### src/rtl/mesm6_bus_arbiter.sv
// -----------------------------------------------------------------------------
// mesm6_bus_arbiter
//
// Shares the single CPU-side port of the memory mapper between two masters:
// master 0 (data access) and master 1 (instruction fetch / DMA). One request is
// latched at a time, run on the shared bus until the mapper answers with
// bus_done (or the timeout expires), and then reported back to its master with
// a one-cycle done pulse, the read data and an error flag.
//
// Parameters
//   RR_MODE  1 = round-robin between masters, 0 = fixed priority (m0 wins)
//   TIMEOUT  cycles allowed in BUSY before aborting with error; 0 = disabled
//
// Ports
//   clk, reset_n              clock, synchronous active-low reset
//   mN_addr/read/write/wdata  master N request, held until mN_done
//   mN_rdata/done/err         master N response, valid while mN_done = 1
//   bus_addr/read/write/wdata request towards the mapper (cpu_* side)
//   bus_rdata/done            response from the mapper
//   owner                     granted master, valid while busy = 1
//   busy                      transfer in progress (BUSY and RESP states)
// -----------------------------------------------------------------------------
module mesm6_bus_arbiter #(
    parameter int RR_MODE = 1,
    parameter int TIMEOUT = 255
) (
    input  logic        clk,
    input  logic        reset_n,

    input  logic [14:0] m0_addr,
    input  logic        m0_read,
    input  logic        m0_write,
    input  logic [47:0] m0_wdata,
    output logic [47:0] m0_rdata,
    output logic        m0_done,
    output logic        m0_err,

    input  logic [14:0] m1_addr,
    input  logic        m1_read,
    input  logic        m1_write,
    input  logic [47:0] m1_wdata,
    output logic [47:0] m1_rdata,
    output logic        m1_done,
    output logic        m1_err,

    output logic [14:0] bus_addr,
    output logic        bus_read,
    output logic        bus_write,
    output logic [47:0] bus_wdata,
    input  logic [47:0] bus_rdata,
    input  logic        bus_done,

    output logic        owner,
    output logic        busy
);

    localparam logic [1:0] S_IDLE = 2'd0;
    localparam logic [1:0] S_BUSY = 2'd1;
    localparam logic [1:0] S_RESP = 2'd2;

    // Counter must hold TIMEOUT-1; keep at least one bit when timeout is off.
    localparam int               CNT_W    = (TIMEOUT > 0) ? $clog2(TIMEOUT + 1) : 1;
    localparam logic [CNT_W-1:0] CNT_LAST = (TIMEOUT > 0) ? CNT_W'(TIMEOUT - 1) : '0;

    logic [1:0]       state;
    logic [CNT_W-1:0] count;
    logic             last_grant;   // master granted most recently

    logic m0_req;
    logic m1_req;
    logic grant_m1;
    logic timeout_hit;

    assign m0_req      = m0_read | m0_write;
    assign m1_req      = m1_read | m1_write;
    assign timeout_hit = (TIMEOUT != 0) && (count == CNT_LAST);

    // Arbitration decision, only acted upon in IDLE.
    always_comb begin
        // NOTE: default first so every path assigns grant_m1 and no latch is inferred.
        grant_m1 = 1'b0;
        if (m0_req && m1_req) begin
            grant_m1 = (RR_MODE != 0) ? ~last_grant : 1'b0;
        end else begin
            grant_m1 = m1_req;
        end
    end

    // NOTE: sequential state uses non-blocking assignments so every register
    // samples the pre-edge values, independent of statement order.
    always_ff @(posedge clk) begin
        if (!reset_n) begin
            // Reset abandons any transfer in flight: the bus strobes drop on
            // this edge and no done is issued for it.
            state      <= S_IDLE;
            count      <= '0;
            last_grant <= 1'b1;
            bus_addr   <= '0;
            bus_read   <= 1'b0;
            bus_write  <= 1'b0;
            bus_wdata  <= '0;
            owner      <= 1'b0;
            busy       <= 1'b0;
            m0_rdata   <= '0;
            m0_done    <= 1'b0;
            m0_err     <= 1'b0;
            m1_rdata   <= '0;
            m1_done    <= 1'b0;
            m1_err     <= 1'b0;
        end else begin
            // NOTE: done/err default low each cycle, so a single set below
            // produces a pulse exactly one cycle wide.
            m0_done <= 1'b0;
            m0_err  <= 1'b0;
            m1_done <= 1'b0;
            m1_err  <= 1'b0;

            case (state)
                S_IDLE: begin
                    if (m0_req || m1_req) begin
                        state      <= S_BUSY;
                        count      <= '0;
                        owner      <= grant_m1;
                        last_grant <= grant_m1;
                        busy       <= 1'b1;
                        bus_addr   <= grant_m1 ? m1_addr  : m0_addr;
                        bus_wdata  <= grant_m1 ? m1_wdata : m0_wdata;
                        // read+write together is treated as a write
                        bus_write  <= grant_m1 ? m1_write : m0_write;
                        bus_read   <= grant_m1 ? (m1_read & ~m1_write)
                                               : (m0_read & ~m0_write);
                    end
                end

                S_BUSY: begin
                    count <= count + CNT_W'(1);
                    // bus_done takes precedence over a timeout in the same cycle
                    if (bus_done || timeout_hit) begin
                        state     <= S_RESP;
                        bus_read  <= 1'b0;
                        bus_write <= 1'b0;
                        if (owner) begin
                            m1_done  <= 1'b1;
                            m1_err   <= ~bus_done;
                            m1_rdata <= bus_done ? bus_rdata : '0;
                        end else begin
                            m0_done  <= 1'b1;
                            m0_err   <= ~bus_done;
                            m0_rdata <= bus_done ? bus_rdata : '0;
                        end
                    end
                end

                S_RESP: begin
                    // The served master is still holding its request here;
                    // returning to IDLE first lets it drop the request.
                    state <= S_IDLE;
                    busy  <= 1'b0;
                end

                default: begin
                    state <= S_IDLE;
                    busy  <= 1'b0;
                end
            endcase
        end
    end

endmodule

### config.mk
export PLATFORM = sky130hd
export DESIGN_NAME = mesm6_bus_arbiter
export DESIGN_NICKNAME = d
export VERILOG_FILES = /design/src/rtl/mesm6_bus_arbiter.sv
export SDC_FILE = /design/constraint.sdc
export NUM_CORES = 1
export LEC_CHECK = 0
export CORE_MARGIN = 10
export CORE_UTILIZATION = 45
export CTS_CLUSTER_SIZE = 20
export DETAILED_ROUTE_END_ITERATION = 6
export PLACE_DENSITY = 0.87
export SETUP_SLACK_MARGIN = 0.5
export SKIP_CTS_REPAIR_TIMING = 1
export SYNTH_ARGS = -nofsm -noshare
export SYNTH_HDL_FRONTEND = slang
export SYNTH_SLANG_ARGS = --single-unit
### constraint.sdc
create_clock -name clk -period 3 [get_ports clk]
set_input_delay 0.45 -clock clk [delete_from_list [all_inputs] [get_ports clk]]
set_output_delay 0.45 -clock clk [all_outputs]
set_load 0.02 [all_outputs]
==> results.md <==
- Setup crit end kind: flip-flop
- Setup crit start kind: flip-flop
- Cell variety after synth: 40
- Max cap viols: 0
- RSZ-0062 raised after global routing: false
- Pins Over Slew Limit: 0
- Inserted Clock Buffers: 17
- Worst Skew: 9.693 ps
- RR Endpoint: m1_rdata[27]$_SDFFE_PN0P_
- Peak VDD IR: 0.0003992 V
- Max Root-Sink Buffers: 2
- Multi-input gate area: 3521 sq um
- # rows: 46
- Vias: 7501
- Final hold violations: 0
- Vias in the first global route: 7440
- Commonest cells in the netlist: dfxtp_1, a21oi_1, o21ai_0
- Max transition margin: 41.60%
- Critical Path End: m1_rdata[27]$_SDFFE_PN0P_
- Delay-heaviest family, CP: simple AND/OR/NAND/NOR gates
- All-Layer GR Usage: 23.97%
- Setup CP Type: reg2reg
- Antenna viol nets, final: 0
- LEAKAGE: 4.359 nW
- Post-synth ARST share: 0%
- DRC Markers: 0
- Syn_nets: 1040
- FF+latch area: 3567 sq um
- Core Util, Final: 72.65%
- Crit-path slowest cell: nor2b_1
- First-pass GRT wire length: 42070 um
- Syn-to-layout area delta: 56.57%
- CP Cell Sequence: nor2b_1 -> and3_2 -> buf_12 -> a21oi_1 -> a311oi_1
- # setup viols final: 0
- Crit-path max FO: 96
- Ys Warns: 0
- Fin nets: 1348
- Top post-synthesis cells by area: dfxtp_1, a21oi_1, mux2i_1, o21ai_0, a311oi_1
- Largest net degree at the start of global routing: 130
- Syn Area/Cell: 8.694 sq um
- Routed vias/inst: 5.381
- WP buf/inv: 1
- Global placement routability congestion: 0.9017
- Antenna violations before repair: 0
- Largest family of logic cells by synthesized area: compound AO/OA/AOI/OAI gates
- Hold slack final: 485.0 ps
- Worst Path Arrival: 2470 ps
- Dpl hpwl: 20160 um
- Peak Freq: 465.1 MHz
- FILL cells: 1180
- IO Count: 348
- Die W: 148.7 um
- Final WL: 27850 um
- Mux share of post-synthesis cell area: 8.615%
- Die area: 22100 sq um
- Layout cells sized above 1: 5.263%
- Core area: 16060 sq um
- CTS tree: built
- Setup TNS: 0 ps
- Crit-path max cell delay: 470 ps
- Critical Path Source: state[0]$_SDFFE_PN0P_
- Worst hold path class: reg2reg
- Die Span Y: 148.7 um
- Register area share after synthesis: 47.83%
- EDFF count, synth: 0
- Clock Latency Late Sink: 420 ps
- Starting Density: 46.40%
- WL/cell: 19.98 um
- Power, Total: 6.313 mW
- Status: completed
- Xor and xnor area share after synthesis: 0%
- Clk sinks: 178
- Total grt overflow: 0
- PD cells: 541.1 nW/um^2
- First-pass DRT Iterations: 7
- FF-to-FF Start: state[0]$_SDFFE_PN0P_
- Worst r2r path cells: 5
- Antenna Cells: 0
- Simple-gate share of the synthesized area: 12.16%
- Complex-gate fraction of the synthesized area: 25.88%
- Flop2flop setup slack: 850 ps
- Mapped Area: 7451 sq um
- Synth area leader: dfxtp_1
- Worst-margin pin slew: 876.0 ps
- Clock transition at path regs: 70 ps
- Synth Instances: 857
- CP required: 3320 ps
- Final WS setup: 849.8 ps
- Fin crit share: 71.67%
- Area share of fa/ha/maj cells after synthesis: 0.3359%
- Most common cell in the netlist: dfxtp_1
- DP Worst Slack: 566.4 ps
- CTS HTree Levels: 4
- IO buf count: 347
- FF+latch count, synth: 178
- WP depth: 5
- Top_reg_cell synth: dfxtp_1
- Clk root buf: clkbuf_16
- Post-route minimum period: 2150 ps
- Top-area cell type share of the netlist area: 47.83%
- Number of DRC markers in iteration 0: 559
-- stage by stage --
| step | cells | area [sq um] |
|---|---|---|
| global placement | 1362 | 11070 |
| CTS | 1394 | 11670 |
| finish | 1394 | 11670 |
| global route | 1394 | 11670 |
| detailed placement | 1362 | 11070 |
| floorplan | 857 | 7451 |
-- layout by cell type (no fill, tap or decap), types with 3 or more instances in the layout --
cell               n
buf_4             18
clkbuf_16         17
mux2i_1           63
clkdlybuf4s50_1  346
clkbuf_8           3
nor2b_1            3
buf_12             5
a21oi_1          165
dfxtp_1          177
clkinvlp_4         3
a311oi_1          49
nor2_1            55
o21ai_0          106
o21ai_1            8
nand2_1           55
nand3_1            6
and3_1             3
o21a_1             5
and2_1            49
-- per-layer routing --
| layer | part of all wire, % | vias up | GRT usage, % |
|---|---|---|---|
| met2 | 53 | 253 | 42.18 |
| met5 | 0 | - | 0 |
| met4 | 2.5 | 0 | 8.870 |
| met3 | 8.2 | 36 | 8.313 |
| met1 | 37 | 3517 | 25.92 |
| li1 | - | 3695 | - |
-- cell families after synthesis --
| logic type | Yosys count |
|---|---|
| flip-flops | 178 |
| adder cells (fa/ha/maj) | 2 |
| multiplexers | 64 |
| buffers and inverters | 83 |
| AND/OR/NAND/NOR | 188 |
| AO/OA/AOI/OAI | 342 |
-- worst min-delay path: stages (launching register included) --
cell      delay (ps)
dfxtp_1          310
nand2b_1          60
a21oi_1           60
-- state kept, by name, summed over array words and instances, names as in the netlist, 2 cells and up --
| register | count |
|---|---|
| bus_wdata | 48 |
| m0_rdata | 48 |
| count | 8 |
| state | 2 |
| m1_rdata | 48 |
| bus_addr | 15 |
-- how the worst min path moves through the flow --
stage                                       from                     end  slack [ps]  cells past startpoint
after floorplan            count[6]$_SDFFE_PN0P_   count[6]$_SDFFE_PN0P_         470                      2
after global placement         busy$_SDFFE_PN0P_       busy$_SDFFE_PN0P_         470                      2
after detailed placement  bus_write$_SDFFE_PN0P_  bus_write$_SDFFE_PN0P_         470                      2
after CTS                 bus_write$_SDFFE_PN0P_  bus_write$_SDFFE_PN0P_         480                      2
after global routing       count[6]$_SDFFE_PN0P_   count[6]$_SDFFE_PN0P_         520                      2
final                          busy$_SDFFE_PN0P_       busy$_SDFFE_PN0P_         480                      2
-- power by group --
part	total, mW	leakage [nW]	internal, mW	switching (mW)
registers	2.62	1.46	2.52	0.0927
clock network	2.25	0.286	1.30	0.946
logic	1.45	2.62	0.701	0.747
-- final cells by class --
cell class | count | area share, %
Clock inverter | 11 | 1.094
Tap cell | 216 | 2.317
Multi-Input combinational cell | 596 | 30.18
Timing Repair Buffer | 369 | 31.70
Clock buffer | 21 | 4.033
Inverter | 3 | 0.09653
Sequential cell | 178 | 30.58
Power figures use the tool's default switching activity.
